### src/rtl/serout_tx.sv
// rtl/serout_tx.sv - serial output transmitter: holding register, shifter and frame state machine.
// All state other than reset advances only on enn cycles; sod and sodBusy are registered every clk.
module serout_tx #(
  parameter int STOP_BITS = 1
) (
  input  logic       clk,
  input  logic       resetN,
  input  logic       enn,
  input  logic       addrDw,
  input  logic [7:0] Din,
  input  logic       bitTick,
  input  logic       forceBreak,
  output logic       sod,
  output logic       sodBusy,
  output logic       outNeeded,
  output logic       outDone
);

  typedef enum logic [1:0] {IDLE, START, DATA, STOP} state_t;

  localparam logic LAST_STOP = (STOP_BITS == 2);

  state_t     state, state_n;
  logic [7:0] hold, hold_n;
  logic [7:0] shift, shift_n;
  logic       hold_full, hold_full_n;
  logic [2:0] bit_cnt, bit_cnt_n;
  logic       stop_cnt, stop_cnt_n;
  logic       xfer;
  logic       line_n;

  always_comb begin
    state_n     = state;
    hold_n      = hold;
    shift_n     = shift;
    hold_full_n = hold_full;
    bit_cnt_n   = bit_cnt;
    stop_cnt_n  = stop_cnt;
    xfer        = 1'b0;
    if (enn) begin
      case (state)
        IDLE:  if (hold_full) xfer = 1'b1;
        START: if (bitTick) begin
          state_n   = DATA;
          bit_cnt_n = 3'd0;
        end
        DATA:  if (bitTick) begin
          if (bit_cnt == 3'd7) begin
            state_n    = STOP;
            stop_cnt_n = 1'b0;
          end else begin
            bit_cnt_n = bit_cnt + 3'd1;
            shift_n   = {1'b0, shift[7:1]};
          end
        end
        STOP:  if (bitTick) begin
          if (stop_cnt == LAST_STOP) begin
            // A pending byte chains straight into the next start bit.
            if (hold_full) xfer = 1'b1;
            else           state_n = IDLE;
          end else begin
            stop_cnt_n = 1'b1;
          end
        end
        default: state_n = IDLE;
      endcase
      if (xfer) begin
        shift_n     = hold;
        hold_full_n = 1'b0;
        state_n     = START;
        bit_cnt_n   = 3'd0;
      end
      // A write on the transfer cycle lands after the shifter took the old byte.
      if (addrDw) begin
        hold_n      = Din;
        hold_full_n = 1'b1;
      end
    end
  end

  always_comb begin
    case (state_n)
      START:   line_n = 1'b0;
      DATA:    line_n = shift_n[0];
      default: line_n = 1'b1;
    endcase
  end

  always_ff @(posedge clk) begin
    if (!resetN) begin
      state     <= IDLE;
      hold      <= 8'h00;
      shift     <= 8'h00;
      hold_full <= 1'b0;
      bit_cnt   <= 3'd0;
      stop_cnt  <= 1'b0;
      sod       <= 1'b1;
      sodBusy   <= 1'b0;
      outNeeded <= 1'b0;
      outDone   <= 1'b1;
    end else begin
      state     <= state_n;
      hold      <= hold_n;
      shift     <= shift_n;
      hold_full <= hold_full_n;
      bit_cnt   <= bit_cnt_n;
      stop_cnt  <= stop_cnt_n;
      sod       <= line_n & ~forceBreak;
      sodBusy   <= (state != IDLE);
      if (enn) begin
        outNeeded <= xfer;
        outDone   <= (state == IDLE) && !hold_full;
      end
    end
  end

endmodule

### config.mk
export PLATFORM = sky130hd
export DESIGN_NAME = serout_tx
export DESIGN_NICKNAME = d
export VERILOG_FILES = /design/src/rtl/serout_tx.sv
export SDC_FILE = /design/constraint.sdc
export NUM_CORES = 1
export LEC_CHECK = 0
export CORE_ASPECT_RATIO = 2
export CORE_MARGIN = 2
export CORE_UTILIZATION = 48
export CTS_CLUSTER_SIZE = 10
export DETAILED_ROUTE_END_ITERATION = 10
export HOLD_SLACK_MARGIN = 0.03
export PLACE_DENSITY_LB_ADDON = 0.25
export SYNTH_ARGS = -nofsm -noshare
export SYNTH_HDL_FRONTEND = slang
export SYNTH_SLANG_ARGS = --single-unit
export TNS_END_PERCENT = 20
### constraint.sdc
create_clock -name clk -period 1.6 [get_ports clk]
set_input_delay 0.32 -clock clk [delete_from_list [all_inputs] [get_ports clk]]
set_output_delay 0.32 -clock clk [all_outputs]
set_load 0.005 [all_outputs]
==> impl_metrics.json, run 1 <==
{
  "core_region_area_sq_um": 2540,
  "async_reset_ff_share_pct": 0,
  "power_mw": 1.34,
  "start_kind": "flip-flop",
  "max_freq_ghz": 0.568,
  "post_cts_buffers": 0,
  "r2r_slack_ns": -0.16,
  "syn2layout_area_growth_pct": 40.3,
  "critical_path.endpoint_type": "flip-flop",
  "hpwl_mm": 2.38,
  "syn_area_per_cell_sq_um": 8.67,
  "tritoncts": "yes",
  "worst_pin_slew_ns": 0.276,
  "worstSkewPairLatency_ns": 0.27,
  "grt_pass1_wl_mm": 5.11,
  "drv_cap": 0,
  "setup_slack_ns": -0.162,
  "gp_congestion": 0.832,
  "drive_gt1_share_pct": 26.2,
  "cts_inserted_buffers": 3,
  "routedWlPerCell_um": 14.2,
  "final_hold_viol_count": 0,
  "detailedPlace.worstSlack_ns": -0.327,
  "synth_warnings": 0,
  "via_per_inst": 5.58,
  "power_density_nw_per_um2": 743,
  "yosys.area.top_type": "dfxtp_1",
  "status": "finished with violations",
  "synth_edf_count": 0,
  "irDropWorstVdd_v": 0.000639,
  "die_w_um": 40.6,
  "path_class": "flip-flop to flip-flop",
  "syn_inst": 148,
  "synthFlopType": "dfxtp_1",
  "drt_iter0_markers": 30,
  "netlist.area_leader.share_pct": 40.5,
  "setup_viol": 11,
  "io_buffers": 17,
  "nNetsFinal": 209,
  "synthTopCellsByArea": "dfxtp_1 41%, ha_1 6.8%, a21boi_0 6.4%",
  "syn_area_sq_um": 1280,
  "postRouteWirelength_mm": 3.06,
  "grt_pass1_vias": 1233,
  "antenna_left": 0,
  "track_usage_pct": 22.5,
  "synth_nets": 169,
  "clockBufferDepth": 2,
  "yosysMostFrequentCell": "dfxtp_1",
  "io_pins": 18,
  "cts-root-buf": "clkbuf_8",
  "min_period_ns": 1.76,
  "relSlewSlack_pct": 81.6,
  "rsz0062_at_grt": "yes",
  "cts_sinks": 26,
  "detail_route.first_pass.iterations": 4,
  "antennaDiodeCount": 0,
  "grt_max_degree": 18,
  "num_vias": 1200,
  "drc": 0,
  "clk_pin_slew_worst_paths_ns": 0.09,
  "fp-row-count": 26,
  "worstHoldPathType": "flip-flop to flip-flop",
  "fin_skew_ns": 0.00406,
  "cp.required_ns": 1.76,
  "start_util_pct": 50.6,
  "die_h_um": 77.1,
  "slew_violations": 0,
  "dieArea_sq_um": 3130,
  "ys_seq_elements": 26,
  "path_max_fanout": 4,
  "overflow": 0,
  "violations": "setup timing",
  "yosys-top-cells-count": "26 x dfxtp_1, 16 x o21ai_0, 15 x nand2_1",
  "leakagePower_nw": 0.728,
  "antenna_found_initial": 0,
  "seq_area_frac_synth_pct": 40.5,
  "cts_max_level": 1,
  "cts_hold_repair.buffers": 0,
  "cp.arrival_ns": 1.92,
  "synth_cell_types": 31,
  "min_period_over_period_pct": 110
}
-- path summary, 6_finish.rpt --
check,startpoint,end,depth (start not counted)
worst max-delay path,state[0],sod,7
worst min-delay path,hold[3],hold[3],2
worst max register to register,state[0],sod,7
worst min register to register,hold[3],hold[3],2
-- area by class of cell --
| cell class | instances | area (sq um) |
|---|---|---|
| timing repair buffer | 41 | 354 |
| tap | 28 | 35.0 |
| multi-input combinational | 108 | 796 |
| sequential | 26 | 528 |
| fill | 214 | 737 |
| clock buffer | 4 | 55.1 |
| inverter | 8 | 32.5 |
-- sequential cells by signal (all words and copies together), names as in the netlist --
register	cells
hold	8
shift	8
bit_cnt	3
state	2
hold_full	1
outDone	1
outNeeded	1
sod	1
sodBusy	1
-- per-layer routing --
metal  GRT usage [%]  vias to the layer above  wire length (um)
met4            12.0                        0               123
met5               0                        -                 0
li1                -                      603                 -
met1            23.2                      558              1100
met3            3.18                       13                59
met2            39.0                       26              1780
-- worst max-delay path, stage by stage (launching register included) --
cell and delay (ns):
dfxtp_4 0.38, inv_4 0.05, ha_4 0.25, and2b_1 0.21, a2111o_1 0.38, o221a_4 0.13, o211ai_2 0.14, o311ai_1 0.11
-- kinds of logic after synthesis --
| family | synth area share [%] |
|---|---|
| compound gates | 24.5 |
| fa+ha+maj | 6.82 |
| buf+inv | 4.19 |
| flops | 40.5 |
| mux | 2.34 |
| simple gates | 21.6 |
-- power by group --
group          switching, mW  internal [mW]  total, mW
clock                  0.199          0.220      0.419
sequential            0.0161          0.673      0.689
combinational          0.104          0.126      0.230
-- repair_timing --
item / 4_1_cts / 5_1_grt
pin swaps: 2 / 2
resized for setup: 11 / 7
endpoints found under the setup margin: 13 / 14
-- layout by cell type, fill, tap and decap left out, types with 2 or more instances in the layout --
master           synthesis  layout
dfxtp_1                 26      24
buf_4                    0      23
clkdlybuf4s50_1          0      17
nand2_1                 15      14
o21ai_0                 16      13
nand3_1                 11      11
a21boi_0                11      10
a21oi_1                  8       7
inv_1                    8       6
nor2b_1                  5       5
and2_1                   6       5
or3_1                    6       5
ha_2                     0       4
clkbuf_8                 0       4
o21ai_1                  0       3
mux2i_1                  3       3
nor2_1                   2       2
nand2b_1                 2       2
ha_1                     7       2
dfxtp_4                  0       2
-- per-stage QoR --
stage | util (%) | std cells | hold slack (ns) | setup TNS [ns] | cell area, sq um
finish | 71.0 | 215 | 0.462 | -1.01 | 1800
global placement | 66.6 | 211 | 0.453 | -3.64 | 1690
floorplan | - | 148 | 0.438 | -0.134 | 1330
detailed placement | 66.6 | 211 | 0.455 | -4.77 | 1690
CTS | 70.1 | 215 | 0.467 | -1.32 | 1780
global route | 71.0 | 215 | 0.498 | -2.03 | 1800
Note: power is estimated with default switching activity, not from simulation.
==> run 2, diff against run 1 <==
--- a/config.mk
+++ b/config.mk
@@ -6,12 +6,11 @@
 export NUM_CORES = 1
 export LEC_CHECK = 0
 export CORE_ASPECT_RATIO = 2
-export CORE_MARGIN = 2
 export CORE_UTILIZATION = 48
 export CTS_CLUSTER_SIZE = 10
 export DETAILED_ROUTE_END_ITERATION = 10
 export HOLD_SLACK_MARGIN = 0.03
-export PLACE_DENSITY_LB_ADDON = 0.25
+export PLACE_DENSITY = 0.83
 export SYNTH_ARGS = -nofsm -noshare
 export SYNTH_HDL_FRONTEND = slang
 export SYNTH_SLANG_ARGS = --single-unit
==> impl_metrics.json, run 2 (synthesis gave the netlist of run 1 again) <==
{
  "status": "finished with violations",
  "violations": "setup timing",
  "start_util_pct": 50.6,
  "grt_max_degree": 27,
  "antenna_left": 0,
  "cts_inserted_buffers": 3,
  "worst_pin_slew_ns": 0.278,
  "grt_pass1_wl_mm": 4.95,
  "grt_pass1_vias": 1199,
  "fin_skew_ns": 0.00505,
  "p_comb_share_pct": 15.7,
  "min_period_over_period_pct": 113,
  "slew_violations": 0,
  "n_fill_cell": 185,
  "relSlewSlack_pct": 81.4,
  "drive_gt1_share_pct": 26.1,
  "cp.arrival_ns": 1.97,
  "drc": 0,
  "multiInputGateArea_sq_um": 783,
  "worstHoldPathType": "flip-flop to flip-flop",
  "path_class": "flip-flop to flip-flop",
  "core_region_area_sq_um": 2540,
  "irDropWorstVdd_v": 0.000768,
  "setup_viol": 12,
  "via_per_inst": 5.68,
  "overflow": 0,
  "detailedPlace.worstSlack_ns": -0.319,
  "drv_cap": 0,
  "fp-row-count": 26,
  "routedWlPerCell_um": 14.7,
  "final_hold_viol_count": 0,
  "path_max_fanout": 4,
  "io_buffers": 17,
  "cts_max_level": 1,
  "hpwl_mm": 2.33,
  "start_kind": "flip-flop",
  "internal_power_mw": 1.13,
  "drt_iter0_markers": 32,
  "cp.required_ns": 1.75,
  "tritoncts": "yes",
  "die_h_um": 75.1,
  "nNetsFinal": 210,
  "cts_hold_repair.buffers": 0,
  "num_vias": 1226,
  "antennaDiodeCount": 0,
  "r2r_start": "state[1]",
  "track_usage_pct": 23.9,
  "power_mw": 1.46,
  "postRouteWirelength_mm": 3.18,
  "die_w_um": 38.6,
  "antenna_found_initial": 0,
  "setup_slack_ns": -0.216,
  "reg_top3": "hold (8), shift (8), bit_cnt (3)",
  "syn2layout_area_growth_pct": 41.7,
  "max_freq_ghz": 0.551,
  "crit_path_end": "sod",
  "power_density_nw_per_um2": 803,
  "seq_area_sq_um": 529,
  "leakagePower_nw": 0.737,
  "mostFrequentLayoutCells": "23 x dfxtp_1, 23 x buf_4, 17 x clkdlybuf4s50_1",
  "cp-startpoint": "state[1]",
  "cts_sinks": 26,
  "power_frac_clock_pct": 37.0,
  "worstSkewPairLatency_ns": 0.27,
  "r2r_slack_ns": -0.22,
  "dieArea_sq_um": 2900,
  "r2r-end": "sod",
  "p_sw_share_pct": 22.4,
  "clockBufferDepth": 2,
  "cts-root-buf": "clkbuf_8",
  "rsz0062_at_grt": "yes",
  "min_period_ns": 1.82,
  "gp_congestion": 0.778,
  "clk_pin_slew_worst_paths_ns": 0.09,
  "detail_route.first_pass.iterations": 4,
  "io_pins": 18,
  "reg2reg_depth": 7,
  "switchingPower_mw": 0.327,
  "p_seq_share_pct": 47.3,
  "critical_path.endpoint_type": "flip-flop"
}
-- run 2: repair_timing --
item,in CTS,in global routing
endpoints found under the setup margin,14,14
resized for setup,11,13
pin swaps,2,13
setup buffers,2,1
-- run 2: layer usage --
metal	vias up	track usage, %	part of all wire (%)
li1	607	-	-
met1	583	21.5	37
met2	29	48.0	59
met3	7	3.54	2.6
met4	0	9.96	2.0
met5	-	0	0
-- run 2: power groups by stage --
stage / logic [mW] / registers (mW) / clock network (mW)
2_1_floorplan: 0.108 / 0.703 / 0
3_3_place_gp: 0.201 / 0.706 / 0
3_5_place_dp: 0.208 / 0.707 / 0
4_1_cts: 0.220 / 0.690 / 0.546
5_1_grt: 0.250 / 0.693 / 0.568
6_report: 0.230 / 0.690 / 0.540
-- run 2: worst max-delay path, cell delays in order (launching register included) --
cell      delay [ns]
dfxtp_4         0.40
inv_4           0.05
ha_4            0.25
and2b_1         0.20
a2111o_1        0.39
o221a_4         0.13
o211ai_2        0.15
o311ai_1        0.12
-- run 2: area by class of cell --
type | count | share of cell area [%]
inverters | 8 | 1.93
multi-input cells | 108 | 43.1
repair buffers | 42 | 20.1
clock inverters | 1 | 1.65
clock buffers | 3 | 2.27
flip-flops and latches | 26 | 29.1
well taps | 28 | 1.93
-- run 2: metrics by stage --
stage / util, % / hold WS (ns) / area (sq um) / std cells / TNS [ns]
3_5_place_dp: 66.0 / 0.453 / 1670 / 209 / -4.53
6_report: 71.7 / 0.467 / 1820 / 216 / -1.14
4_1_cts: 70.8 / 0.465 / 1800 / 215 / -1.39
3_3_place_gp: 66.0 / 0.450 / 1670 / 209 / -3.51
5_1_grt: 71.7 / 0.504 / 1820 / 216 / -1.68
2_1_floorplan: - / 0.438 / 1330 / 148 / -0.134
-- run 2: worst min path at each step --
stage / slack, ns / endpoint / cells after the start / start
after floorplan: 0.44 / hold[0] / 2 / hold[0]
after global placement: 0.45 / hold[2] / 2 / hold[2]
after detailed placement: 0.45 / hold[2] / 2 / hold[2]
after CTS: 0.46 / hold[2] / 2 / hold[2]
after global routing: 0.50 / hold[5] / 2 / hold[5]
final: 0.47 / hold[2] / 2 / hold[2]
